<file path="src/rtl/magcomp_pkg.sv">
// Shared types and constants for the bit-serial magnitude comparator.
package magcomp_pkg;

  typedef enum logic [1:0] {
    IDLE = 2'd0,
    SCAN = 2'd1,
    DONE = 2'd2
  } state_t;

  // Result codes, bit order {gt, eq, lt}
  localparam logic [2:0] RES_NONE = 3'b000;
  localparam logic [2:0] RES_GT   = 3'b100;
  localparam logic [2:0] RES_EQ   = 3'b010;
  localparam logic [2:0] RES_LT   = 3'b001;

  function automatic int idx_width(input int w);
    return (w < 2) ? 1 : $clog2(w);
  endfunction

endpackage

</file>
<file path="src/rtl/magcomp_bitcell.sv">
// One-bit compare cell: flags a difference and which operand wins at that bit.
module magcomp_bitcell (
  input  logic a_bit,
  input  logic b_bit,
  input  logic is_msb,
  input  logic signed_mode,
  output logic differ,
  output logic a_wins
);

  // At a two's-complement sign bit, a set bit means the smaller value.
  assign differ = a_bit ^ b_bit;
  assign a_wins = differ & (a_bit ^ (is_msb & signed_mode));

endmodule

</file>
<file path="src/rtl/magcomp_serial.sv">
// Bit-serial MSB-first magnitude comparator with start/busy/done handshake.
module magcomp_serial
  import magcomp_pkg::*;
#(
  parameter int WIDTH      = 8,
  parameter int EARLY_EXIT = 1
) (
  input  logic             clk,
  input  logic             rst,
  input  logic             start,
  input  logic [WIDTH-1:0] a,
  input  logic [WIDTH-1:0] b,
  input  logic             signed_mode,
  output logic             busy,
  output logic             done,
  output logic             gt,
  output logic             eq,
  output logic             lt
);

  localparam int IDXW = idx_width(WIDTH);
  localparam logic [IDXW-1:0] IDX_MSB = IDXW'(WIDTH - 1);

  state_t           state_reg;
  logic [WIDTH-1:0] a_reg;
  logic [WIDTH-1:0] b_reg;
  logic             sm_reg;
  logic [IDXW-1:0]  idx_reg;
  logic             found_reg;
  logic             pend_reg;
  logic             busy_reg;
  logic             done_reg;
  logic [2:0]       res_reg;

  logic differ;
  logic a_wins;

  magcomp_bitcell u_cell (
    .a_bit      (a_reg[idx_reg]),
    .b_bit      (b_reg[idx_reg]),
    .is_msb     (idx_reg == IDX_MSB),
    .signed_mode(sm_reg),
    .differ     (differ),
    .a_wins     (a_wins)
  );

  always_ff @(posedge clk) begin
    if (rst) begin
      state_reg <= IDLE;
      a_reg     <= '0;
      b_reg     <= '0;
      sm_reg    <= 1'b0;
      idx_reg   <= '0;
      found_reg <= 1'b0;
      pend_reg  <= 1'b0;
      busy_reg  <= 1'b0;
      done_reg  <= 1'b0;
      res_reg   <= RES_NONE;
    end else begin
      case (state_reg)
        IDLE, DONE: begin
          done_reg <= 1'b0;
          if (start) begin
            a_reg     <= a;
            b_reg     <= b;
            sm_reg    <= signed_mode;
            idx_reg   <= IDX_MSB;
            found_reg <= 1'b0;
            pend_reg  <= 1'b0;
            res_reg   <= RES_NONE;
            busy_reg  <= 1'b1;
            state_reg <= SCAN;
          end else begin
            state_reg <= IDLE;
          end
        end
        SCAN: begin
          if (differ && !found_reg && EARLY_EXIT != 0) begin
            res_reg   <= a_wins ? RES_GT : RES_LT;
            busy_reg  <= 1'b0;
            done_reg  <= 1'b1;
            state_reg <= DONE;
          end else if (idx_reg == '0) begin
            // Last bit: the first recorded difference wins over this one.
            if (found_reg)
              res_reg <= pend_reg ? RES_GT : RES_LT;
            else if (differ)
              res_reg <= a_wins ? RES_GT : RES_LT;
            else
              res_reg <= RES_EQ;
            busy_reg  <= 1'b0;
            done_reg  <= 1'b1;
            state_reg <= DONE;
          end else begin
            if (differ && !found_reg) begin
              found_reg <= 1'b1;
              pend_reg  <= a_wins;
            end
            idx_reg <= idx_reg - 1'b1;
          end
        end
        default: state_reg <= IDLE;
      endcase
    end
  end

  assign busy = busy_reg;
  assign done = done_reg;
  assign gt   = res_reg[2];
  assign eq   = res_reg[1];
  assign lt   = res_reg[0];

endmodule

</file>
<file path="config.mk">
export PLATFORM = sky130hd
export DESIGN_NAME = magcomp_serial
export DESIGN_NICKNAME = d
export VERILOG_FILES = /design/src/rtl/magcomp_pkg.sv /design/src/rtl/magcomp_bitcell.sv /design/src/rtl/magcomp_serial.sv
export SDC_FILE = /design/constraint.sdc
export NUM_CORES = 1
export LEC_CHECK = 0
export BUFFER_PORTS_ARGS = -buffer_cell sky130_fd_sc_hd__buf_2
export CORE_MARGIN = 8
export CORE_UTILIZATION = 40
export CTS_CLUSTER_DIAMETER = 30
export CTS_CLUSTER_SIZE = 40
export DETAILED_ROUTE_END_ITERATION = 16
export HOLD_SLACK_MARGIN = 0.15
export PLACE_DENSITY = 0.7
export SLEW_MARGIN = 20
export SYNTH_ARGS = -nofsm -noshare
export SYNTH_HDL_FRONTEND = slang
export SYNTH_SLANG_ARGS = --single-unit
</file>
<file path="constraint.sdc">
create_clock -name clk -period 3.5 [get_ports clk]
set_clock_uncertainty 0.05 [all_clocks]
set_input_delay 1.05 -clock clk [delete_from_list [all_inputs] [get_ports clk]]
set_output_delay 1.05 -clock clk [all_outputs]
set_load 0.005 [all_outputs]
</file>
==> flow_summary_export.csv <==
group,metric,value,unit
status,outcome,"completed",
global_route,grt-ovfl-total,0,
synthesis,synth_top_area_cell,"dfxtp_1",
clock_tree,cts_max_path_buffers,2,
hold_path,hold_start,"b_reg[7]",
layout,layout-drive-gt1-share,23.93,%
pwr,fin_total_pwr,0.8260,mW
synthesis,yosys_most_used_dff,"dfxtp_1",
synthesis,synth_edf_count,0,
synthesis,async_flop_share,0,%
sta,slew_headroom,45.54,%
sta,worst_pin_slew,815.2,ps
synthesis,synth_simple_gate_area_share,19.57,%
route,ant_nets,0,
synthesis,syn_inst,143,
synthesis,synth_top_area_share,41.86,%
sta,period_share,65.37,%
sta,max_clock_freq,437.1,MHz
pwr,power.switching,0.2925,mW
pwr,intPower,0.5335,mW
synthesis,muxShareOfSynthArea,13.95,%
worst_setup_path,worst_setup_path_end_kind,"flip-flop",
pwr,seq_power_share,48.7,%
worst_setup_path,crit_required,3680,ps
sta,rsz0062_at_grt,"false",
pwr,swShare,35.41,%
route,vias,1044,
worst_setup_path,critPathArrivalTime,2470,ps
layout,nets,187,
pwr,clockPowerShare,15.9,%
global_route,grt_max_degree,28,
worst_setup_path,crit_start,"idx_reg[1]",
die,boundaryPins,25,
clock_tree,clkTransAtPathRegs,140,ps
worst_setup_path,cp_max_fo,9,
sta,layout_min_cycle_time,2288,ps
die,core,3053,sq um
die,start_util,42.30,%
route,drc,0,
route,drt_iter0_markers,55,
flow_run,drv_cap,0,
placed_design,gp_congestion,0.7799,
pwr,p_per_area,569.1,nW/um^2
worst_setup_path,r2r-start,"idx_reg[1]",
die,die_w,72.82,um
placed_design,portBuffers,24,
clock_tree,cts-htree-levels,1,
worst_setup_path,critical_path_class,"flip-flop to flip-flop",
layout,multi_input_area,686.9,sq um
clock_tree,insertion_delay,320,ps
route,wl_per_cell,12.43,um
clock_tree,postCtsSetupBuffers,0,
global_route,grt_pass1_vias,1027,
pwr,irDropWorstVdd,0.1942,mV
sta,setup_tns,0,ps
synthesis,ys_ff_latch,27,
route,drt-pass1-iter-count,4,
sta,setup-violations-final,0,
placed_design,dpl.hpwl,1946,um
route,finalWirelength,2572,um
synthesis,syn-num-nets,166,
die,die_h,72.82,um
worst_setup_path,worstSetupStartpointType,"flip-flop",
layout,areaGrowthSynthToFinish,12.40,%
pwr,p_leak,0.5833,nW
synthesis,synth_top_family_by_area,"simple AND/OR/NAND/NOR gates",
clock_tree,ctsHoldBuffers,0,
synthesis,synth_area,1291,sq um
clock_tree,numCtsBuffers,3,
die,die-area,5302,sq um
synthesis,synth_compound_area_share,14.15,%
route,via_per_inst,5.043,
synthesis,ys_types,26,
pwr,power_frac_comb,35.4,%
synthesis,synth-xor-area-share,2.616,%
synthesis,synth_warnings,0,
clock_tree,root_buffer,"clkbuf_4",
synthesis,ys_top_cells_by_area,"dfxtp_1 (42%), nand2_1 (12%), mux4_2 (10%), a21oi_1 (8.1%), mux2i_4 (3.5%)",
layout,ff_latch_area,540.5,sq um
global_route,antenna_found_initial,0,
clock_tree,cts_sinks,27,
layout,diodes,0,
sta,final_hold_viol_count,0,
clock_tree,cts_tree,"done",
synthesis,seq_area_frac_synth,41.86,%
die,rows,20,
global_route,track_usage,10.37,%
layout,fillers,318,
clock_tree,post_cts_resized,0,
sta,slew_viol_final,0,
synthesis,synth_area_per_cell,9.030,sq um
global_route,grt_pass1_wl,4540,um
hold_path,hp-class,"flip-flop to flip-flop",
synthesis,synth-adder-area-share,2.907,%
==> power groups by stage <==
stage	registers [mW]	clock network (mW)	logic, mW
2_1_floorplan	0.383	0	0.267
3_3_place_gp	0.410	0	0.287
3_5_place_dp	0.411	0	0.293
4_1_cts	0.405	0.137	0.294
5_1_grt	0.413	0.151	0.328
6_report	0.402	0.132	0.292
==> cell families (layout without fill, tap and decap cells) <==
| kind of cell | Yosys count | in the layout |
|---|---|---|
| AOI/OAI and AO/OA | 30 | 30 |
| xor gates and xnor gates | 3 | 3 |
| adders and majority gates | 3 | 3 |
| buffers and inverters | 13 | 33 |
| DFF | 27 | 27 |
| muxes | 8 | 8 |
| and+or+nand+nor | 59 | 59 |
==> metrics by stage <==
| step | setup WS, ps | area (sq um) | hold slack, ps | std cells | util (%) |
|---|---|---|---|---|---|
| global route | 923.4 | 1451 | 432.3 | 207 | 47.54 |
| floorplan | 1445 | 1291 | 383.1 | 143 | - |
| detailed placement | 1015 | 1425 | 399.7 | 203 | 46.68 |
| CTS | 1166 | 1451 | 418.9 | 207 | 47.54 |
| finish | 1212 | 1451 | 414.8 | 207 | 47.54 |
| global placement | 1099 | 1425 | 390.5 | 203 | 46.68 |
==> final timing paths <==
kind                     end  slack [ps]  depth (start not counted)
setup / recovery  res_reg[1]        1210                          5
hold / removal      b_reg[7]         410                          2
setup reg to reg  res_reg[1]        1210                          5
hold reg to reg     b_reg[7]         410                          2
==> layer usage <==
| metal | GRT usage, % | part of all wire [%] | vias to the layer above |
|---|---|---|---|
| li1 | - | - | 529 |
| met4 | 2.667 | 0.62 | 0 |
| met3 | 2.473 | 4.5 | 2 |
| met1 | 13.18 | 48 | 496 |
| met5 | 0 | 0 | - |
| met2 | 17.00 | 47 | 17 |
==> area by class of cell <==
class,count,share of cell area [%]
Sequential cell,27,37.24
Clock buffer,4,1.810
Tap cell,44,3.793
Timing Repair Buffer,25,8.793
Multi-Input combinational cell,103,47.33
Inverter,4,1.034
==> layout by cell type, fill, tap and decap left out <==
| cell type | n |
|---|---|
| a2111oi_2 | 1 |
| a21oi_1 | 21 |
| a221oi_1 | 1 |
| a31oi_1 | 2 |
| a32o_1 | 1 |
| and4_4 | 1 |
| buf_2 | 24 |
| buf_4 | 1 |
| clkbuf_1 | 1 |
| clkbuf_4 | 3 |
| dfxtp_1 | 27 |
| ha_1 | 3 |
| inv_1 | 4 |
| mux2i_4 | 2 |
| mux4_2 | 6 |
| nand2_1 | 40 |
| nand2b_1 | 2 |
| nand3_1 | 4 |
| nor2_1 | 5 |
| nor2b_1 | 3 |
| nor3_1 | 3 |
| o211a_1 | 2 |
| o21ai_1 | 1 |
| o22ai_1 | 1 |
| or3_1 | 1 |
| xnor2_2 | 1 |
| xor2_1 | 2 |
==> Yosys cell counts, types with 2 or more instances <==
master     n
a31oi_1    2
mux2i_4    2
nor3_1     3
nand3_1    4
nor2_1     5
ha_1       3
nor2b_1    3
clkbuf_1   6
xor2_1     2
buf_6      2
inv_1      4
o211a_1    2
nand2_1   40
a21oi_1   21
dfxtp_1   27
nand2b_1   2
mux4_2     6
==> critical path, cell delays in order, from the launching register on <==
cell,delay [ps]
dfxtp_1,610
mux4_2,590
mux2i_4,210
xor2_1,290
o21ai_1,180
a221oi_1,270
(Power assumes the default switching activity.)
